<file path="src/rtl/sipo_deserializer_if.sv">
// sipo_deserializer_if: serial bit strobe input and parallel word output with valid/ready.
interface sipo_deserializer_if #(parameter int WIDTH = 4);
    logic             din;
    logic             shift;
    logic             flush;
    logic [WIDTH-1:0] dout;
    logic             dout_valid;
    logic             dout_ready;
    logic             busy;
    logic             overrun;

    modport master (
        output din, shift, flush, dout_ready,
        input  dout, dout_valid, busy, overrun
    );

    modport slave (
        input  din, shift, flush, dout_ready,
        output dout, dout_valid, busy, overrun
    );
endinterface

</file>
<file path="src/rtl/sipo_deserializer.sv">
// sipo_deserializer: assembles WIDTH serial bits into a parallel word with a
// single-entry output buffer; a word completing into a full buffer is dropped.
module sipo_deserializer #(
    parameter int WIDTH     = 4,
    parameter bit LSB_FIRST = 1
) (
    input logic                 clk,
    input logic                 clr,
    sipo_deserializer_if.slave  bus
);
    localparam int CW = $clog2(WIDTH);

    logic [WIDTH-1:0] sr, sr_nxt;
    logic [CW-1:0]    cnt;
    logic             done, stall;

    always_comb begin
        sr_nxt = LSB_FIRST ? {bus.din, sr[WIDTH-1:1]} : {sr[WIDTH-2:0], bus.din};
        done   = bus.shift && !bus.flush && (cnt == CW'(WIDTH - 1));
        stall  = bus.dout_valid && !bus.dout_ready;
    end

    assign bus.busy = (cnt != '0);

    always_ff @(posedge clk or negedge clr) begin
        if (!clr) begin
            sr             <= '0;
            cnt            <= '0;
            bus.dout       <= '0;
            bus.dout_valid <= 1'b0;
            bus.overrun    <= 1'b0;
        end else begin
            if (bus.flush) begin
                sr          <= '0;
                cnt         <= '0;
                bus.overrun <= 1'b0;
            end else if (bus.shift) begin
                sr  <= sr_nxt;
                cnt <= done ? '0 : cnt + 1'b1;
            end
            // a completion into a held word is lost, the old word stays
            if (done && !stall) begin
                bus.dout       <= sr_nxt;
                bus.dout_valid <= 1'b1;
            end else if (bus.dout_valid && bus.dout_ready) begin
                bus.dout_valid <= 1'b0;
            end
            if (done && stall)
                bus.overrun <= 1'b1;
        end
    end
endmodule

</file>
<file path="src/flat_wrapper.sv">
// flat-port wrapper written by rule: the top's interface ports become plain ports
module sipo_deserializer_flat 
#(
    parameter int WIDTH     = 4,
    parameter bit LSB_FIRST = 1
)
  (clk, clr, bus_din, bus_shift, bus_flush, bus_dout_ready, bus_dout, bus_dout_valid, bus_busy, bus_overrun);
  sipo_deserializer_if #(.WIDTH(WIDTH)) bus_i ();
  input logic clk;
  input logic clr;
  input wire logic [$bits(bus_i.din)-1:0] bus_din;
  input wire logic [$bits(bus_i.shift)-1:0] bus_shift;
  input wire logic [$bits(bus_i.flush)-1:0] bus_flush;
  input wire logic [$bits(bus_i.dout_ready)-1:0] bus_dout_ready;
  output wire logic [$bits(bus_i.dout)-1:0] bus_dout;
  output wire logic [$bits(bus_i.dout_valid)-1:0] bus_dout_valid;
  output wire logic [$bits(bus_i.busy)-1:0] bus_busy;
  output wire logic [$bits(bus_i.overrun)-1:0] bus_overrun;
  assign bus_i.din = bus_din;
  assign bus_i.shift = bus_shift;
  assign bus_i.flush = bus_flush;
  assign bus_i.dout_ready = bus_dout_ready;
  assign bus_dout = bus_i.dout;
  assign bus_dout_valid = bus_i.dout_valid;
  assign bus_busy = bus_i.busy;
  assign bus_overrun = bus_i.overrun;
  sipo_deserializer #(.WIDTH(WIDTH), .LSB_FIRST(LSB_FIRST)) u_core (.clk(clk), .clr(clr), .bus(bus_i));
endmodule
</file>
<file path="config.mk">
export PLATFORM = sky130hd
export DESIGN_NAME = sipo_deserializer_flat
export DESIGN_NICKNAME = d
export VERILOG_FILES = /design/src/rtl/sipo_deserializer_if.sv /design/src/rtl/sipo_deserializer.sv /design/src/flat_wrapper.sv
export SDC_FILE = /design/constraint.sdc
export NUM_CORES = 1
export LEC_CHECK = 0
export CORE_MARGIN = 5
export CORE_UTILIZATION = 30
export DETAILED_ROUTE_END_ITERATION = 6
export DONT_BUFFER_PORTS = 1
export PLACE_DENSITY_LB_ADDON = 0.08
export SYNTH_ARGS = -nofsm -noshare
export SYNTH_HDL_FRONTEND = slang
export SYNTH_SLANG_ARGS = --single-unit
</file>
<file path="constraint.sdc">
create_clock -name clk -period 2 [get_ports clk]
set_clock_uncertainty 0.1 [all_clocks]
set_input_delay 0.4 -clock clk [delete_from_list [all_inputs] [get_ports clk]]
set_output_delay 0.4 -clock clk [all_outputs]
set_load 0.005 [all_outputs]
</file>
==> flow_metrics.tcl, run 1 <==
set metrics [dict create \
    syn2layout_area_growth_pct 6.73 \
    grt_usage_pct 8.23 \
    clockBufferDepth 2 \
    synth_edf_count 0 \
    netlist_instances 38 \
    fin_nets 50 \
    drive_gt1_share_pct 24.4 \
    drv_cap 0 \
    fin_crit_sh_pct 75.4 \
    vdd_drop_max_mv 0.408 \
    whs_ns 0.0901 \
    cts_buffers 3 \
    tritoncts "yes" \
    ys_seq_area_share_pct 52.9 \
    rows 15 \
    min_period_ns 1.51 \
    dp_cells 53 \
    die_w_um 51.7 \
    grt_pass1_vias 292 \
    first_iter_violations 3 \
    cts_setup_buffers 0 \
    syn_avg_cell_area_um2 13.7 \
    vias_per_cell 4.62 \
    min_path_type "input pin to flop" \
    arrival_ns 1.56 \
    dr.pass1.iters 2 \
    io_pins 13 \
    finalNonFillerCells 58 \
    synth_top_area_share_pct 52.9 \
    power_uw 432 \
    core-area_um2 1690 \
    cp-end-kind "flop" \
    dp_hpwl_um 684 \
    cp-start-kind "flop" \
    syn_area_um2 520 \
    maxSlewViolCount 0 \
    antenna_found_initial 0 \
    timing.fmax_mhz 663 \
    worstSetupPathType "flop to flop" \
    grt_max_degree 12 \
    crit_chain "ha_1 -> nand2_4 -> nor3_4 -> mux2_4" \
    synth_fp_nets 46 \
    htree_levels 1 \
    ys_types 13 \
    cp_max_fo 4 \
    path_clk_slew_ns 0.07 \
    drc 0 \
    cpMaxStageDelayCell "dfrtp_1" \
    clock_latency_ns 0.26 \
    synth-async-reset-ratio_pct 100 \
    ys_warn_count 0 \
    cts-root-buf "clkbuf_4" \
    synth.area.top_cells "dfrtp_1 53%, mux2_4 12%, mux2i_1 7.7%" \
    wl_per_cell_um 15.4 \
    start_util_pct 30.8 \
    die_area_um2 2670 \
    yosys_register_bits 11 \
    portBuffers 0 \
    fin_tns_setup_ns 0 \
    rsz0062_at_grt "false" \
    worst_slew_pin_slew_ns 0.498 \
    slowest_delay_ns 0.38 \
    synth_top_cell_by_area "dfrtp_1" \
    routed_wirelength_um 893 \
    dr_total_vias 268 \
    ant_nets 0 \
    gr-total-overflow 0 \
    p_leak_uw 0.000274 \
    setup_viol 0 \
    hold_viol_final 0 \
    synth_ff_type "dfrtp_1" \
    p_per_area_nw_per_um2 778 \
    yosysMostFrequentCell "dfrtp_1" \
    gp_congestion 0.674 \
    grt_first_pass_wirelength_um 1500 \
    outcome "completed" \
    critPathRequiredTime_ns 2.05 \
    synth_commonest_cells "11 x dfrtp_1, 6 x nor2_1, 4 x mux2_4, 4 x mux2i_1, 3 x inv_1" \
    dieHeight_um 51.7 \
    antenna_cells 0 \
    clock-sinks 11 \
    relSlewSlack_pct 66.7 \
]
-- cells by family after synthesis --
group                    Yosys count  share of synthesized area, %
AO/OA/AOI/OAI                      2                          2.65
XOR/XNOR                           1                          1.68
adder cells (fa/ha/maj)            2                          4.81
buffers and inverters              5                          6.49
flip-flops                        11                          52.9
multiplexers                       8                          19.2
AND/OR/NAND/NOR                    9                          12.3
-- critical path, delay by kind of cell, from the launching register on --
family | cells | cell delay [ns]
DFF | 1 | 0.38
adders and majority gates | 1 | 0.24
muxes | 1 | 0.33
and+or+nand+nor | 2 | 0.34
-- cell usage in the layout (no fill, tap or decap) --
master         count
dlygate4sd3_1      1
o21bai_1           1
mux2i_1            4
inv_1              3
nor3_4             1
nor2b_4            1
clkbuf_4           3
nand2_4            1
dfrtp_1           11
clkbuf_1           1
ha_1               2
mux2_4             4
xnor2_1            1
nor2_1             6
a31oi_1            1
-- layout make-up --
class,instances,area [um2]
sequential,11,275
fill,171,1130
multi-input combinational,22,211
inverter,3,11.3
tap,17,21.3
timing repair buffer,1,10.0
clock buffer,4,26.3
-- flip-flops by register name, summed over array words and instances, names as in the netlist --
signal                 flops
u_core.bus.dout_valid      1
u_core.bus.dout            4
u_core.cnt                 2
u_core.bus.overrun         1
u_core.sr                  3
-- layer usage --
| metal | up-vias | wire [um] | GRT usage (%) |
|---|---|---|---|
| met3 | 0 | 75 | 6.30 |
| met1 | 132 | 360 | 9.27 |
| met5 | - | 0 | 0 |
| li1 | 127 | - | - |
| met4 | 0 | 0 | 1.31 |
| met2 | 9 | 457 | 12.5 |
-- power by group --
group          switching (uW)  internal (uW)  leakage (uW)
sequential               11.1            235      0.000150
combinational            15.2           21.2      0.000109
clock                    72.0           77.2     0.0000150
total                    98.3            334      0.000274
-- path summary, 6_finish.rpt --
kind	start	endpoint	slack, ns	cells past startpoint
max in group asynchronous	clr	u_core.bus.dout[3]	1.03	1
min in group asynchronous	clr	u_core.bus.dout[0]	0.43	1
worst max-delay path	u_core.cnt[0]	u_core.bus.dout[2]	0.49	4
worst min-delay path	bus_flush	u_core.sr[1]	0.09	1
worst max register to register	u_core.cnt[0]	u_core.bus.dout[2]	0.49	4
worst min register to register	u_core.sr[1]	u_core.bus.dout[0]	0.43	1
-- repair_timing --
item	CTS	global route
gates resized for setup	0	0
hold buffers	1	0
endpoints found under the hold margin	11	0
-- per-stage QoR --
stage / worst slack (ns) / util, % / area, um2
after CTS: 0.471 / 32.9 / 556
final: 0.491 / 32.9 / 556
after global placement: 0.482 / 30.7 / 519
after global routing: 0.414 / 32.9 / 556
after floorplan: 0.599 / - / 520
after detailed placement: 0.482 / 30.7 / 519
(Power assumes the default switching activity.)
==> inputs of run 2 (changes only) <==
==> constraint.sdc (replaced) <==
create_clock -name clk -period 1.4 [get_ports clk]
set_clock_uncertainty 0.1 [all_clocks]
set_input_delay 0.28 -clock clk [delete_from_list [all_inputs] [get_ports clk]]
set_output_delay 0.28 -clock clk [all_outputs]
set_load 0.005 [all_outputs]
==> run 2 against run 1 <==
Against the previous run: highest routed layer is now met4; flip-flop and latch count stayed put; clock power is 44% higher; critical endpoint unchanged; first-iteration DRC count is 100% lower; the flow now finishes with violations (negative setup slack); final cell count is 8.6% higher; fmax is 4.9% higher; die area stayed put; routed wire length is 9.1% higher; largest power group unchanged; non-clock buffer count is 5 higher; sequential share of layout area is 3.7 points lower; sequential power is 43% higher; register-to-register slack worse by 0.53 ns; critical path depth stayed put.
==> flow_metrics.tcl, run 2 (same netlist as run 1, synthesis figures left out) <==
set metrics [dict create \
    outcome "finished, violations left" \
    violations "negative setup slack" \
    crit_chain "ha_2 -> nand2_4 -> nor3_4 -> mux2_4" \
    cp-start-kind "flop" \
    drc 0 \
    timing.fmax_mhz 695 \
    grt_pass1_vias 339 \
    drt-met1-wl_um 349 \
    die_area_um2 2670 \
    power_uw 636 \
    htree_levels 1 \
    r2r_slack_ns -0.04 \
    hold_depth 1 \
    clock_latency_ns 0.26 \
    hp-start "bus_din" \
    route.met2.wl_um 551 \
    clockBufferDepth 2 \
    top_register "u_core.bus.dout" \
    reg2reg_to "u_core.bus.dout[2]" \
    slowest_delay_ns 0.37 \
    critPathRequiredTime_ns 1.45 \
    grt_usage_pct 8.95 \
    drive_gt1_share_pct 37.0 \
    setup_viol 5 \
    dp_hpwl_um 756 \
    final_area_um2 601 \
    path_clk_slew_ns 0.07 \
    dr.pass1.iters 1 \
    largestRegisters "u_core.bus.dout x4, u_core.sr x3, u_core.cnt x2" \
    tritoncts "yes" \
    routed_wirelength_um 974 \
    dieHeight_um 51.7 \
    wl_per_cell_um 15.5 \
    critPathBufInv 0 \
    drv_cap 0 \
    worstRegToRegCells 4 \
    p_leak_uw 0.000294 \
    worst_slew_pin_slew_ns 0.509 \
    ant_nets 0 \
    dr_wl_met3_um 48 \
    vias_per_cell 4.78 \
    fin_crit_sh_pct 103 \
    grt_first_pass_wirelength_um 1590 \
    rsz0062_at_grt "true" \
    cp_max_fo 4 \
    cts_buffers 3 \
    worstSetupPathType "flop to flop" \
    path_delay_family "flip-flops" \
    gr-total-overflow 0 \
    portBuffers 0 \
    antenna_found_initial 0 \
    min_path_type "input pin to flop" \
    cpMaxStageDelayCell "dfrtp_1" \
    final_cell_mix "11 x dfrtp_1, 6 x nor2_1, 4 x mux2i_1, 4 x mux2_4, 4 x buf_4" \
    syn2layout_area_growth_pct 15.4 \
    cp-end-kind "flop" \
    start_util_pct 30.8 \
    antenna_cells 0 \
    r2r_start "u_core.cnt[0]" \
    min_period_ns 1.44 \
    p_per_area_nw_per_um2 1060 \
    core-area_um2 1690 \
    hold_viol_final 0 \
    die_w_um 51.7 \
    maxSlewViolCount 0 \
    relSlewSlack_pct 66.0 \
    whs_ns 0.0612 \
    placed_area_um2 544 \
    gp_congestion 0.714 \
    io_pins 13 \
    cts-root-buf "clkbuf_4" \
    grt_max_degree 12 \
    largest_register_ffs 4 \
    highest_layer "met4" \
    clock-sinks 11 \
    first_iter_violations 0 \
    fin_util_pct 35.6 \
    rows 15 \
    layout_commonest_cell "dfrtp_1" \
    arrival_ns 1.49 \
    dr_total_vias 301 \
    hold_end "u_core.bus.dout[3]" \
    fin_nets 55 \
    postLayoutSetupSlackWorst_ns -0.0384 \
    vdd_drop_max_mv 0.331 \
]
run 2: cell count changes in the layout (fill, tap and decap cells not counted):
cell           delta
ha_2              +2
inv_1             -1
buf_4             +4
inv_2             +1
ha_1              -2
dlygate4sd3_1     +1
run 2: area by class of cell:
| class | count | area, um2 |
|---|---|---|
| Fill cell | 173 | 1090 |
| Sequential cell | 11 | 275 |
| Multi-Input combinational cell | 22 | 216 |
| Timing Repair Buffer | 6 | 50.0 |
| Clock buffer | 4 | 26.3 |
| Tap cell | 17 | 21.3 |
| Inverter | 3 | 11.3 |
run 2: repair_timing:
item | in CTS | in global routing
buffers inserted | 0 | 1
hold endpoints to repair | 18 | 0
resized for setup | 0 | 2
setup endpoints to repair | 5 | 5
hold buffers | 2 | 0
run 2: worst max path at each step:
| stage | start | cells past startpoint | slack (ns) | end |
|---|---|---|---|---|
| after floorplan | u_core.cnt[0] | 4 | 0.008 | u_core.bus.dout[0] |
| after global placement | u_core.cnt[0] | 4 | -0.009 | u_core.bus.dout[3] |
| after detailed placement | u_core.cnt[0] | 4 | -0.05 | u_core.bus.dout[2] |
| after CTS | u_core.cnt[0] | 4 | -0.06 | u_core.bus.dout[2] |
| after global routing | u_core.cnt[0] | 4 | -0.09 | u_core.bus.dout[1] |
| final | u_core.cnt[0] | 4 | -0.04 | u_core.bus.dout[2] |
run 2: per-layer routing:
layer	up-vias	track usage, %
li1	138	-
met1	151	8.56
met2	8	15.3
met3	4	2.87
met4	0	7.86
met5	-	0
run 2: metrics by stage:
stage | setup TNS, ns | setup slack (ns) | instances
6_report | -0.160 | -0.0384 | 63
5_1_grt | -0.417 | -0.0903 | 63
4_1_cts | -0.261 | -0.0596 | 62
3_5_place_dp | -0.191 | -0.0528 | 56
3_3_place_gp | -0.0281 | -0.00921 | 56
2_1_floorplan | 0 | 0.00839 | 38
run 2: power breakdown:
group | switching [uW] | internal [uW]
logic | 29.9 | 41.1
clock network | 104 | 110
registers | 14.9 | 336
total | 149 | 487
